## src/rtl/arith_rs_if.sv

```systemverilog
// Dispatch, CDB and issue bundle between the dispatch stage, the arithmetic
// reservation station (slave) and the functional unit it feeds.
interface arith_rs_if #(
   parameter int XLEN       = 32,
   parameter int ROB_SIZE   = 256,
   parameter int RS_ENTRIES = 4
);
   localparam int TW = $clog2(ROB_SIZE);
   localparam int CW = $clog2(RS_ENTRIES + 1);

   logic            flush;
   logic            disp_valid;
   logic            disp_ready;
   logic [TW-1:0]   disp_rob_entry;
   logic [2:0]      disp_type;
   logic            disp_additional_info;
   logic            disp_rs1_rdy;
   logic [XLEN-1:0] disp_rs1_val;
   logic [TW-1:0]   disp_rs1_tag;
   logic            disp_rs2_rdy;
   logic [XLEN-1:0] disp_rs2_val;
   logic [TW-1:0]   disp_rs2_tag;
   logic            cdb_valid;
   logic [TW-1:0]   cdb_rob_entry;
   logic [XLEN-1:0] cdb_value;
   logic            issue_valid;
   logic [2:0]      issue_type;
   logic            issue_additional_info;
   logic [TW-1:0]   issue_rob_entry;
   logic [XLEN-1:0] issue_rs1;
   logic [XLEN-1:0] issue_rs2;
   logic [CW-1:0]   occupancy;

   modport master (
      output flush, disp_valid, disp_rob_entry, disp_type, disp_additional_info,
             disp_rs1_rdy, disp_rs1_val, disp_rs1_tag,
             disp_rs2_rdy, disp_rs2_val, disp_rs2_tag,
             cdb_valid, cdb_rob_entry, cdb_value,
      input  disp_ready, issue_valid, issue_type, issue_additional_info,
             issue_rob_entry, issue_rs1, issue_rs2, occupancy
   );

   modport slave (
      input  flush, disp_valid, disp_rob_entry, disp_type, disp_additional_info,
             disp_rs1_rdy, disp_rs1_val, disp_rs1_tag,
             disp_rs2_rdy, disp_rs2_val, disp_rs2_tag,
             cdb_valid, cdb_rob_entry, cdb_value,
      output disp_ready, issue_valid, issue_type, issue_additional_info,
             issue_rob_entry, issue_rs1, issue_rs2, occupancy
   );
endinterface

```

## src/rtl/arith_rs_scheduler.sv

```systemverilog
// Collapsing-queue reservation station for the arithmetic FU: issues the oldest ready entry, 1 cycle after it becomes ready.
// No issue backpressure; disp_ready drops when full. ARITH_RS_CDB_BYPASS_EN lets a dispatch capture a same-cycle CDB broadcast.
module arith_rs_scheduler #(
   parameter int XLEN       = 32,
   parameter int ROB_SIZE   = 256,
   parameter int RS_ENTRIES = 4
) (
   input  logic       clk,
   input  logic       rst,
   arith_rs_if.slave  rs_if
);
   localparam int TW = $clog2(ROB_SIZE);
   localparam int CW = $clog2(RS_ENTRIES + 1);
   localparam logic [CW-1:0] FULL_CNT = CW'(RS_ENTRIES);

   typedef struct packed {
      logic            valid;
      logic [2:0]      typ;
      logic            info;
      logic [TW-1:0]   rob;
      logic            rs1_rdy;
      logic [XLEN-1:0] rs1_val;
      logic [TW-1:0]   rs1_tag;
      logic            rs2_rdy;
      logic [XLEN-1:0] rs2_val;
      logic [TW-1:0]   rs2_tag;
   } ent_t;

   ent_t            ent_q [RS_ENTRIES];
   ent_t            ent_d [RS_ENTRIES];
   ent_t            woke  [RS_ENTRIES+1];
   ent_t            sel_ent;
   ent_t            new_ent;
   logic [CW-1:0]   count_q, count_d;
   logic [CW-1:0]   sel_idx, wr_idx;
   logic            sel_found;
   logic            disp_ready;
   logic            disp_fire;

   logic            issue_valid_q, issue_valid_d;
   logic [2:0]      issue_type_q, issue_type_d;
   logic            issue_info_q, issue_info_d;
   logic [TW-1:0]   issue_rob_q, issue_rob_d;
   logic [XLEN-1:0] issue_rs1_q, issue_rs1_d;
   logic [XLEN-1:0] issue_rs2_q, issue_rs2_d;

   function automatic ent_t wake(input ent_t e, input logic v,
                                 input logic [TW-1:0] tag, input logic [XLEN-1:0] val);
      ent_t r;
      r = e;
      if (v && e.valid && !e.rs1_rdy && e.rs1_tag == tag) begin
         r.rs1_rdy = 1'b1;
         r.rs1_val = val;
      end
      if (v && e.valid && !e.rs2_rdy && e.rs2_tag == tag) begin
         r.rs2_rdy = 1'b1;
         r.rs2_val = val;
      end
      return r;
   endfunction

`ifdef ARITH_RS_CDB_BYPASS_EN
   assign disp_ready = !rst && (count_q < FULL_CNT);
`else
   // Without the bypass a dispatch could miss a broadcast aimed at its own sources.
   assign disp_ready = !rst && (count_q < FULL_CNT) && !rs_if.cdb_valid;
`endif
   assign disp_fire = rs_if.disp_valid && disp_ready;

   // Oldest-first select, from registered state only.
   always_comb begin
      sel_found = 1'b0;
      sel_idx   = '0;
      sel_ent   = '0;
      for (int i = 0; i < RS_ENTRIES; i++) begin
         if (!sel_found && ent_q[i].valid && ent_q[i].rs1_rdy && ent_q[i].rs2_rdy) begin
            sel_found = 1'b1;
            sel_idx   = CW'(i);
            sel_ent   = ent_q[i];
         end
      end
   end

   always_comb begin
      new_ent         = '0;
      new_ent.valid   = 1'b1;
      new_ent.typ     = rs_if.disp_type;
      new_ent.info    = rs_if.disp_additional_info;
      new_ent.rob     = rs_if.disp_rob_entry;
      new_ent.rs1_rdy = rs_if.disp_rs1_rdy;
      new_ent.rs1_val = rs_if.disp_rs1_val;
      new_ent.rs1_tag = rs_if.disp_rs1_tag;
      new_ent.rs2_rdy = rs_if.disp_rs2_rdy;
      new_ent.rs2_val = rs_if.disp_rs2_val;
      new_ent.rs2_tag = rs_if.disp_rs2_tag;
`ifdef ARITH_RS_CDB_BYPASS_EN
      new_ent = wake(new_ent, rs_if.cdb_valid, rs_if.cdb_rob_entry, rs_if.cdb_value);
`endif
   end

   always_comb begin
      for (int i = 0; i < RS_ENTRIES; i++) begin
         woke[i] = wake(ent_q[i], rs_if.cdb_valid, rs_if.cdb_rob_entry, rs_if.cdb_value);
      end
      woke[RS_ENTRIES] = '0;

      // After an issue the first free slot is one lower, hence count-1.
      wr_idx = sel_found ? (count_q - CW'(1)) : count_q;
      for (int i = 0; i < RS_ENTRIES; i++) begin
         if (sel_found && (CW'(i) >= sel_idx)) begin
            ent_d[i] = woke[i+1];
         end else begin
            ent_d[i] = woke[i];
         end
         if (disp_fire && (wr_idx == CW'(i))) begin
            ent_d[i] = new_ent;
         end
      end
      count_d = count_q + CW'(disp_fire) - CW'(sel_found);

      issue_valid_d = sel_found;
      issue_type_d  = issue_type_q;
      issue_info_d  = issue_info_q;
      issue_rob_d   = issue_rob_q;
      issue_rs1_d   = issue_rs1_q;
      issue_rs2_d   = issue_rs2_q;
      if (sel_found) begin
         issue_type_d = sel_ent.typ;
         issue_info_d = sel_ent.info;
         issue_rob_d  = sel_ent.rob;
         issue_rs1_d  = sel_ent.rs1_val;
         issue_rs2_d  = sel_ent.rs2_val;
      end

      if (rs_if.flush) begin
         for (int i = 0; i < RS_ENTRIES; i++) begin
            ent_d[i] = '0;
         end
         count_d       = '0;
         issue_valid_d = 1'b0;
      end
   end

   always_ff @(posedge clk) begin
      if (rst) begin
         for (int i = 0; i < RS_ENTRIES; i++) begin
            ent_q[i] <= '0;
         end
         count_q       <= '0;
         issue_valid_q <= 1'b0;
         issue_type_q  <= '0;
         issue_info_q  <= 1'b0;
         issue_rob_q   <= '0;
         issue_rs1_q   <= '0;
         issue_rs2_q   <= '0;
      end else begin
         for (int i = 0; i < RS_ENTRIES; i++) begin
            ent_q[i] <= ent_d[i];
         end
         count_q       <= count_d;
         issue_valid_q <= issue_valid_d;
         issue_type_q  <= issue_type_d;
         issue_info_q  <= issue_info_d;
         issue_rob_q   <= issue_rob_d;
         issue_rs1_q   <= issue_rs1_d;
         issue_rs2_q   <= issue_rs2_d;
      end
   end

   assign rs_if.disp_ready            = disp_ready;
   assign rs_if.issue_valid           = issue_valid_q;
   assign rs_if.issue_type            = issue_type_q;
   assign rs_if.issue_additional_info = issue_info_q;
   assign rs_if.issue_rob_entry       = issue_rob_q;
   assign rs_if.issue_rs1             = issue_rs1_q;
   assign rs_if.issue_rs2             = issue_rs2_q;
   assign rs_if.occupancy             = count_q;
endmodule

```

## src/flat_wrapper.sv

```systemverilog
// flat-port wrapper written by rule: the top's interface ports become plain ports
module arith_rs_scheduler_flat 
#(
   parameter int XLEN       = 32,
   parameter int ROB_SIZE   = 256,
   parameter int RS_ENTRIES = 4
)
  (clk, rst, rs_if_flush, rs_if_disp_valid, rs_if_disp_rob_entry, rs_if_disp_type, rs_if_disp_additional_info, rs_if_disp_rs1_rdy, rs_if_disp_rs1_val, rs_if_disp_rs1_tag, rs_if_disp_rs2_rdy, rs_if_disp_rs2_val, rs_if_disp_rs2_tag, rs_if_cdb_valid, rs_if_cdb_rob_entry, rs_if_cdb_value, rs_if_disp_ready, rs_if_issue_valid, rs_if_issue_type, rs_if_issue_additional_info, rs_if_issue_rob_entry, rs_if_issue_rs1, rs_if_issue_rs2, rs_if_occupancy);
  arith_rs_if #(.XLEN(XLEN), .ROB_SIZE(ROB_SIZE), .RS_ENTRIES(RS_ENTRIES)) rs_if_i ();
  input  logic clk;
  input  logic rst;
  input wire logic [$bits(rs_if_i.flush)-1:0] rs_if_flush;
  input wire logic [$bits(rs_if_i.disp_valid)-1:0] rs_if_disp_valid;
  input wire logic [$bits(rs_if_i.disp_rob_entry)-1:0] rs_if_disp_rob_entry;
  input wire logic [$bits(rs_if_i.disp_type)-1:0] rs_if_disp_type;
  input wire logic [$bits(rs_if_i.disp_additional_info)-1:0] rs_if_disp_additional_info;
  input wire logic [$bits(rs_if_i.disp_rs1_rdy)-1:0] rs_if_disp_rs1_rdy;
  input wire logic [$bits(rs_if_i.disp_rs1_val)-1:0] rs_if_disp_rs1_val;
  input wire logic [$bits(rs_if_i.disp_rs1_tag)-1:0] rs_if_disp_rs1_tag;
  input wire logic [$bits(rs_if_i.disp_rs2_rdy)-1:0] rs_if_disp_rs2_rdy;
  input wire logic [$bits(rs_if_i.disp_rs2_val)-1:0] rs_if_disp_rs2_val;
  input wire logic [$bits(rs_if_i.disp_rs2_tag)-1:0] rs_if_disp_rs2_tag;
  input wire logic [$bits(rs_if_i.cdb_valid)-1:0] rs_if_cdb_valid;
  input wire logic [$bits(rs_if_i.cdb_rob_entry)-1:0] rs_if_cdb_rob_entry;
  input wire logic [$bits(rs_if_i.cdb_value)-1:0] rs_if_cdb_value;
  output wire logic [$bits(rs_if_i.disp_ready)-1:0] rs_if_disp_ready;
  output wire logic [$bits(rs_if_i.issue_valid)-1:0] rs_if_issue_valid;
  output wire logic [$bits(rs_if_i.issue_type)-1:0] rs_if_issue_type;
  output wire logic [$bits(rs_if_i.issue_additional_info)-1:0] rs_if_issue_additional_info;
  output wire logic [$bits(rs_if_i.issue_rob_entry)-1:0] rs_if_issue_rob_entry;
  output wire logic [$bits(rs_if_i.issue_rs1)-1:0] rs_if_issue_rs1;
  output wire logic [$bits(rs_if_i.issue_rs2)-1:0] rs_if_issue_rs2;
  output wire logic [$bits(rs_if_i.occupancy)-1:0] rs_if_occupancy;
  assign rs_if_i.flush = rs_if_flush;
  assign rs_if_i.disp_valid = rs_if_disp_valid;
  assign rs_if_i.disp_rob_entry = rs_if_disp_rob_entry;
  assign rs_if_i.disp_type = rs_if_disp_type;
  assign rs_if_i.disp_additional_info = rs_if_disp_additional_info;
  assign rs_if_i.disp_rs1_rdy = rs_if_disp_rs1_rdy;
  assign rs_if_i.disp_rs1_val = rs_if_disp_rs1_val;
  assign rs_if_i.disp_rs1_tag = rs_if_disp_rs1_tag;
  assign rs_if_i.disp_rs2_rdy = rs_if_disp_rs2_rdy;
  assign rs_if_i.disp_rs2_val = rs_if_disp_rs2_val;
  assign rs_if_i.disp_rs2_tag = rs_if_disp_rs2_tag;
  assign rs_if_i.cdb_valid = rs_if_cdb_valid;
  assign rs_if_i.cdb_rob_entry = rs_if_cdb_rob_entry;
  assign rs_if_i.cdb_value = rs_if_cdb_value;
  assign rs_if_disp_ready = rs_if_i.disp_ready;
  assign rs_if_issue_valid = rs_if_i.issue_valid;
  assign rs_if_issue_type = rs_if_i.issue_type;
  assign rs_if_issue_additional_info = rs_if_i.issue_additional_info;
  assign rs_if_issue_rob_entry = rs_if_i.issue_rob_entry;
  assign rs_if_issue_rs1 = rs_if_i.issue_rs1;
  assign rs_if_issue_rs2 = rs_if_i.issue_rs2;
  assign rs_if_occupancy = rs_if_i.occupancy;
  arith_rs_scheduler #(.XLEN(XLEN), .ROB_SIZE(ROB_SIZE), .RS_ENTRIES(RS_ENTRIES)) u_core (.clk(clk), .rst(rst), .rs_if(rs_if_i));
endmodule
```

## config.mk

```make
export PLATFORM = sky130hd
export DESIGN_NAME = arith_rs_scheduler_flat
export DESIGN_NICKNAME = d
export VERILOG_FILES = /design/src/rtl/arith_rs_if.sv /design/src/rtl/arith_rs_scheduler.sv /design/src/flat_wrapper.sv
export SDC_FILE = /design/constraint.sdc
export NUM_CORES = 1
export LEC_CHECK = 0
export ABC_AREA = 1
export CAP_MARGIN = 20
export CORE_UTILIZATION = 45
export CTS_BUF_LIST = sky130_fd_sc_hd__clkbuf_8
export DETAILED_ROUTE_END_ITERATION = 10
export PLACE_DENSITY_LB_ADDON = 0.15
export SETUP_SLACK_MARGIN = 0.2
export SYNTH_ARGS = -nofsm -noshare
export SYNTH_HDL_FRONTEND = slang
export SYNTH_SLANG_ARGS = --single-unit
```

## constraint.sdc

```tcl
create_clock -name clk -period 2.4 [get_ports clk]
set_clock_uncertainty 0.1 [all_clocks]
set_input_delay 0.24 -clock clk [delete_from_list [all_inputs] [get_ports clk]]
set_output_delay 0.24 -clock clk [all_outputs]
set_load 0.05 [all_outputs]
```

# Word level (Yosys, flattened, before mapping)

Memories as Yosys holds them, arrays and structs flattened.
Cells that the tools add are included.

Bits in registers: 80
Bits in writable memories: 380
Memories: 1
Output and inout bits: 81
Bits of input ports: 139

Equal/unequal tests: 11
Bitwise gates (word level): 4
$lt $le $gt $ge: 5
$add $sub $neg: 3
Multiplexer cells: 36
Reduce and logical (&&, ||, !) cells: 57

Memories:

| memory       | words | width | rd ports | clocked after Yosys merged registers in | wr ports | RTL line                 | RTL |
|---|---|---|---|---|---|---|---|
| u_core.ent_q | 4     | 95    | 4        | 0                                       | 4        | arith_rs_scheduler.sv:29 | `ent_t ent_q [RS_ENTRIES];` |

Operators by type and width:

| kind                                                                   | number |
|---|---|
| 95-bit two-way mux                                                     | 12 |
| 380-bit two-way mux                                                    | 1 |
| 94-bit two-way mux                                                     | 4 |
| 33-bit two-way mux                                                     | 8 |
| 8-bit equality test                                                    | 8 |
| 1-bit logical AND                                                      | 42 |
| 1-bit logical NOT                                                      | 13 |
| 1-bit two-way mux                                                      | 8 |
| 3-bit by 2-bit equality test with 1-bit output (second input constant) | 2 |
| 1-bit by 2-bit >= comparator with 1-bit output (first input constant)  | 2 |
| 2-bit >= comparator (first input constant)                             | 2 |
| 2-bit two-way mux                                                      | 2 |
| 1-bit OR                                                               | 4 |
| 3-bit by 1-bit adder with 3-bit output                                 | 1 |
| 3-bit by 1-bit equality test with 1-bit output (second input constant) | 1 |
| 3-bit logical NOT                                                      | 1 |
| 3-bit less-than comparator (second input constant)                     | 1 |
| 3-bit two-way mux                                                      | 1 |
| 3-bit by 1-bit subtractor with 3-bit output                            | 1 |
| 3-bit by 1-bit subtractor with 3-bit output (second input constant)    | 1 |
| 2-bit OR reduction                                                     | 1 |

# Depth between registers and ports, before layout

An unclocked memory read counts as a cell.

Depth after elaboration: 25
Depth in mapped cells: 14
Depth with buffers taken out: 12

# Least setup slack after synthesis

OpenSTA, ideal clock, no wires.

Path kind: register -> register
Start point: register u_core.count_q[2], in the netlist u_core.rs_if.occupancy[2]
End point: register u_core.count_q[2], in the netlist u_core.rs_if.occupancy[2]
Slack: -0.320 ns
Period minus slack after synthesis: 2.720 ns
Stages on the path, launching flop included: 10
Library setup time: 0.149 ns
Arrival: 2.471 ns
Cells stage by stage: dfxtp_1 -> nor3_2 -> nand2_1 -> clkinv_1 -> ha_1 -> inv_1 -> fa_1 -> xor2_1 -> o21ai_0 -> a21oi_1

Word-level cells in the longest chain between the ends: 6

RTL lines:

| item                                        | RTL line                  | RTL |
|---|---|---|
| start, declared                             | arith_rs_scheduler.sv:34  | `logic [CW-1:0] count_q, count_d;` |
| start signal, assigned                      | arith_rs_scheduler.sv:160 | `count_q <= count_d;` |
| 3-bit less-than comparator                  | arith_rs_scheduler.sv:66  | `assign disp_ready = !rst && (count_q < FULL_CNT) && !rs_if.cdb_valid;` |
| 1-bit logical AND (2 in series)             | arith_rs_scheduler.sv:66  |  |
| net rs_if_disp_ready                        | flat_wrapper.sv:26        | `output wire logic [$bits(rs_if_i.disp_ready)-1:0] rs_if_disp_ready;` |
| 1-bit logical AND                           | arith_rs_scheduler.sv:68  | `assign disp_fire = rs_if.disp_valid && disp_ready;` |
| 3-bit by 1-bit adder with 3-bit output      | arith_rs_scheduler.sv:119 | `count_d = count_q + CW'(disp_fire) - CW'(sel_found);` |
| 3-bit by 1-bit subtractor with 3-bit output | arith_rs_scheduler.sv:119 |  |

The timed path passes the listed nets, and every way through them passes these cells.
A chain may end at the register's enable or synchronous reset.

==> impl_metrics.csv <==
group,metric,value,unit
detailed_routing,drc,0,
place,place.gp.congestion,0.956,
yosys,syn-instance-count,4322,
sta,finalHoldViolCount,0,
pwr,power,17.4,mW
critical_path,timing.critical_path.buf_inv,7,
clock_tree,clk_pin_slew,60,ps
critical_path,critical_path.top_delay_family,"buffers and inverters",
sta,max_freq,402,MHz
critical_path,crit_chain,"nand3_4 > nand4_1 > ha_1 > inv_2 > nor2_4 > nand3_2 > nor2_4 > buf_12 > buf_12 > buf_6 > buf_12 > nor2_4 > buf_12 > buf_16 > nand2_2 > a21oi_2",
sta,setup_violations,31,
yosys,synth_cell_types,36,
pwr,p_leak,16.9,nW
sta,min_period,2490,ps
critical_path,rrSetupSlack,-90,ps
floorplan,io_pins,220,
floorplan,core,57900,sq um
status,violations,"setup timing",
floorplan,die_area,59900,sq um
yosys,synth-seq-cells,460,
status,outcome,"finished, violations left",
layout,fin_nets,4787,
layout,area_growth,37.9,%
floorplan,die-height,245,um
yosys,netlist.area_leader.share,34.8,%
grt,track_usage,36.1,%
critical_path,cp_max_fo,7,
hold_path,min_path_cells,3,
sta,tightest_slew,1180,ps
critical_path,cp-start-kind,"flip-flop",
place,dpl.hpwl,66.1,mm
sta,fin_hold_ws,90.8,ps
clock_tree,cts_buffers,86,
place,io_buffer_count,219,
sta,slew_violations,0,
yosys,ys_seq_area_share,34.8,%
critical_path,critPathSlowestCell,"ha_1",
layout,final_layout_size_suffix_gt1_share,17.5,%
critical_path,r2r_end,"u_core.ent_q[0][93]",
clock_tree,cts.path.max_buffers,3,
yosys,synth.net_count,4465,
detailed_routing,vias,31300,
critical_path,cp.arrival,3010,ps
critical_path,crit_top_cell,"buf_12",
clock_tree,insertion_delay,720,ps
critical_path,rr_worst_depth,16,
detailed_routing,dr.pass1.iters,7,
grt,grt_pass1_vias,28100,
sta,worst_slack,-87.3,ps
yosys,yosys.area.top_type,"dfxtp_1",
critical_path,cpPeakStageDelay,360,ps
grt,antenna_found_initial,4,
grt,grt_pass1_wl,167,mm
yosys,synth.area.top_cells,"dfxtp_1 (35%), nand2_1 (16%), nand3_1 (9.4%), inv_1 (8.4%), nor2_1 (7.2%)",
detailed_routing,avgViaCountPerCell,5.72,
critical_path,required,2920,ps
sta,period_share,104,%
yosys,avgSynthCellArea,6.13,sq um
clock_tree,cts_tree,"built",
pwr,peakVddDrop,0.367,mV
critical_path,crit_path_start,"u_core.ent_q[0][40]",
clock_tree,cts-root-buf,"clkbuf_8",
critical_path,r2r_start,"u_core.ent_q[0][40]",
hold_path,worstHoldStart,"rs_if_disp_rs2_tag[4]",
grt,grt_start_max_net_pins,104,
sta,grt_setup_unrepaired,"yes",
yosys,yosys_warnings,0,
critical_path,path_class,"reg2reg",
detailed_routing,routedWlPerCell,21.1,um
critical_path,endpoint_kind,"flip-flop",
floorplan,die_x,245,um
hold_path,hp-class,"in2reg",
sta,relSlewSlack,21.1,%
floorplan,start_util,45.8,%
critical_path,cp.depth,16,
clock_tree,ctsHtreeMaxLevel,3,
layout,n_fill_cell,5309,
detailed_routing,detail-route-antenna-nets,0,
layout,final_util,63.1,%
yosys,netlist_area,26500,sq um
detailed_routing,drt_iter0_drc,4421,
grt,grt-ovfl-total,0,
flow_run,cap_viol_max_count,0,
detailed_routing,routed_wl,116,mm
floorplan,rows,88,
clock_tree,cts.sinks,460,
pwr,power.density,476,nW/um^2
hold_path,min_to,"u_core.ent_q[0][289]",
## registers in the layout, indices dropped and copies added, names as in the netlist
register                            flops
u_core.rs_if.issue_valid                1
u_core.rs_if.issue_rob_entry            8
u_core.rs_if.issue_type                 3
u_core.rs_if.issue_rs2                 32
u_core.rs_if.issue_additional_info      1
u_core.rs_if.occupancy                  3
u_core.rs_if.issue_rs1                 32
u_core.ent_q                          380
## worst reg2reg max path, delay by kind of cell (launching register included)
family,cells,cell delay (ps)
compound gates,1,130
simple gates,7,650
buf+inv,7,850
flops,1,340
fa+ha+maj,1,360
## Yosys cell counts (all sizes together)
master	instances
nand2	1106
inv	599
nor2	512
nand3	500
dfxtp	460
a21oi	329
clkbuf	163
o21ai	160
buf	144
a31oi	76
o211ai	65
nand4	55
o22ai	40
a221oi	36
o21bai	24
xnor2	21
xor2	12
or2	7
clkinv	3
ha	3
nor3	3
nand3b	2
fa	1
o211a	1
## timing repair
action                                  4_1_cts  5_1_grt
hold buffers                                  1        0
pin swaps                                    66      155
cloned                                       35       24
endpoints found under the hold margin        15        0
buffers inserted                             43       22
endpoints found under the setup margin      444      477
gates resized for setup                     233      311
## cells by family (layout without fill, tap and decap cells)
family / after synthesis / count (layout) / synth area share (%)
AO/OA/AOI/OAI: 731 / 731 / 15.7
XOR/XNOR: 33 / 33 / 1.09
adder cells (fa/ha/maj): 4 / 4 / 0.217
buffers and inverters: 909 / 1290 / 13.9
flip-flops: 460 / 460 / 34.8
other: 0 / 2 / 0
AND/OR/NAND/NOR: 2185 / 2186 / 34.3
## placed cells by master, fill, tap and decap left out, drive strengths merged, types with 2 or more instances in the layout
cell type,count
diode,2
a21oi,329
inv,625
clkbuf,130
nand4,55
nor3,3
a221oi,36
dfxtp,460
nand3b,2
ha,3
clkinv,12
xor2,12
o21ai,160
bufinv,2
buf,297
xnor2,21
dlygate4sd2,11
clkinvlp,2
bufbuf,4
o21bai,24
or2,7
nor2,513
nand3,500
a31oi,76
nand2,1106
o22ai,40
clkdlybuf4s50,206
o211ai,65
## worst max path at each step
stage and to:
3_3_place_gp u_core.ent_q[0][64], 4_1_cts u_core.ent_q[0][369], 2_1_floorplan u_core.ent_q[0][0], 3_5_place_dp u_core.ent_q[0][68], 5_1_grt u_core.ent_q[0][44], 6_report u_core.ent_q[0][93]
## per-stage QoR
| stage | cells | area [sq um] | worst slack [ps] | TNS [ps] |
|---|---|---|---|---|
| after floorplan | 4322 | 26500 | 203 | 0 |
| after global placement | 5196 | 30700 | -226 | -14570 |
| after detailed placement | 5196 | 30700 | -224 | -17760 |
| after CTS | 5423 | 34600 | 0.527 | 0 |
| after global routing | 5471 | 36500 | -137 | -6240 |
| final | 5471 | 36500 | -87.3 | -1020 |
## report_power, final
part           switching, mW  total (mW)  internal [mW]
combinational           1.04        1.76          0.728
sequential            0.0215        7.70           7.68
clock                   3.66        7.92           4.27
## cell type report
cell class,instances,area (sq um),area share (%)
Sequential cell,460,9220,25.2
Antenna cell,2,5.00,0.0137
Clock buffer,109,1500,4.11
Inverter,602,2290,6.28
Tap cell,765,957,2.62
Multi-Input combinational cell,2954,15100,41.4
Clock inverter,39,223,0.610
Timing Repair Buffer,540,7200,19.7
## routing by layer
layer	GRT usage (%)	share of wire [%]
met4	13.3	3.4
met3	8.91	14
met1	50.9	41
met2	52.8	42
met5	0	0.0069
No activity file was read; power rests on OpenSTA's default activity.
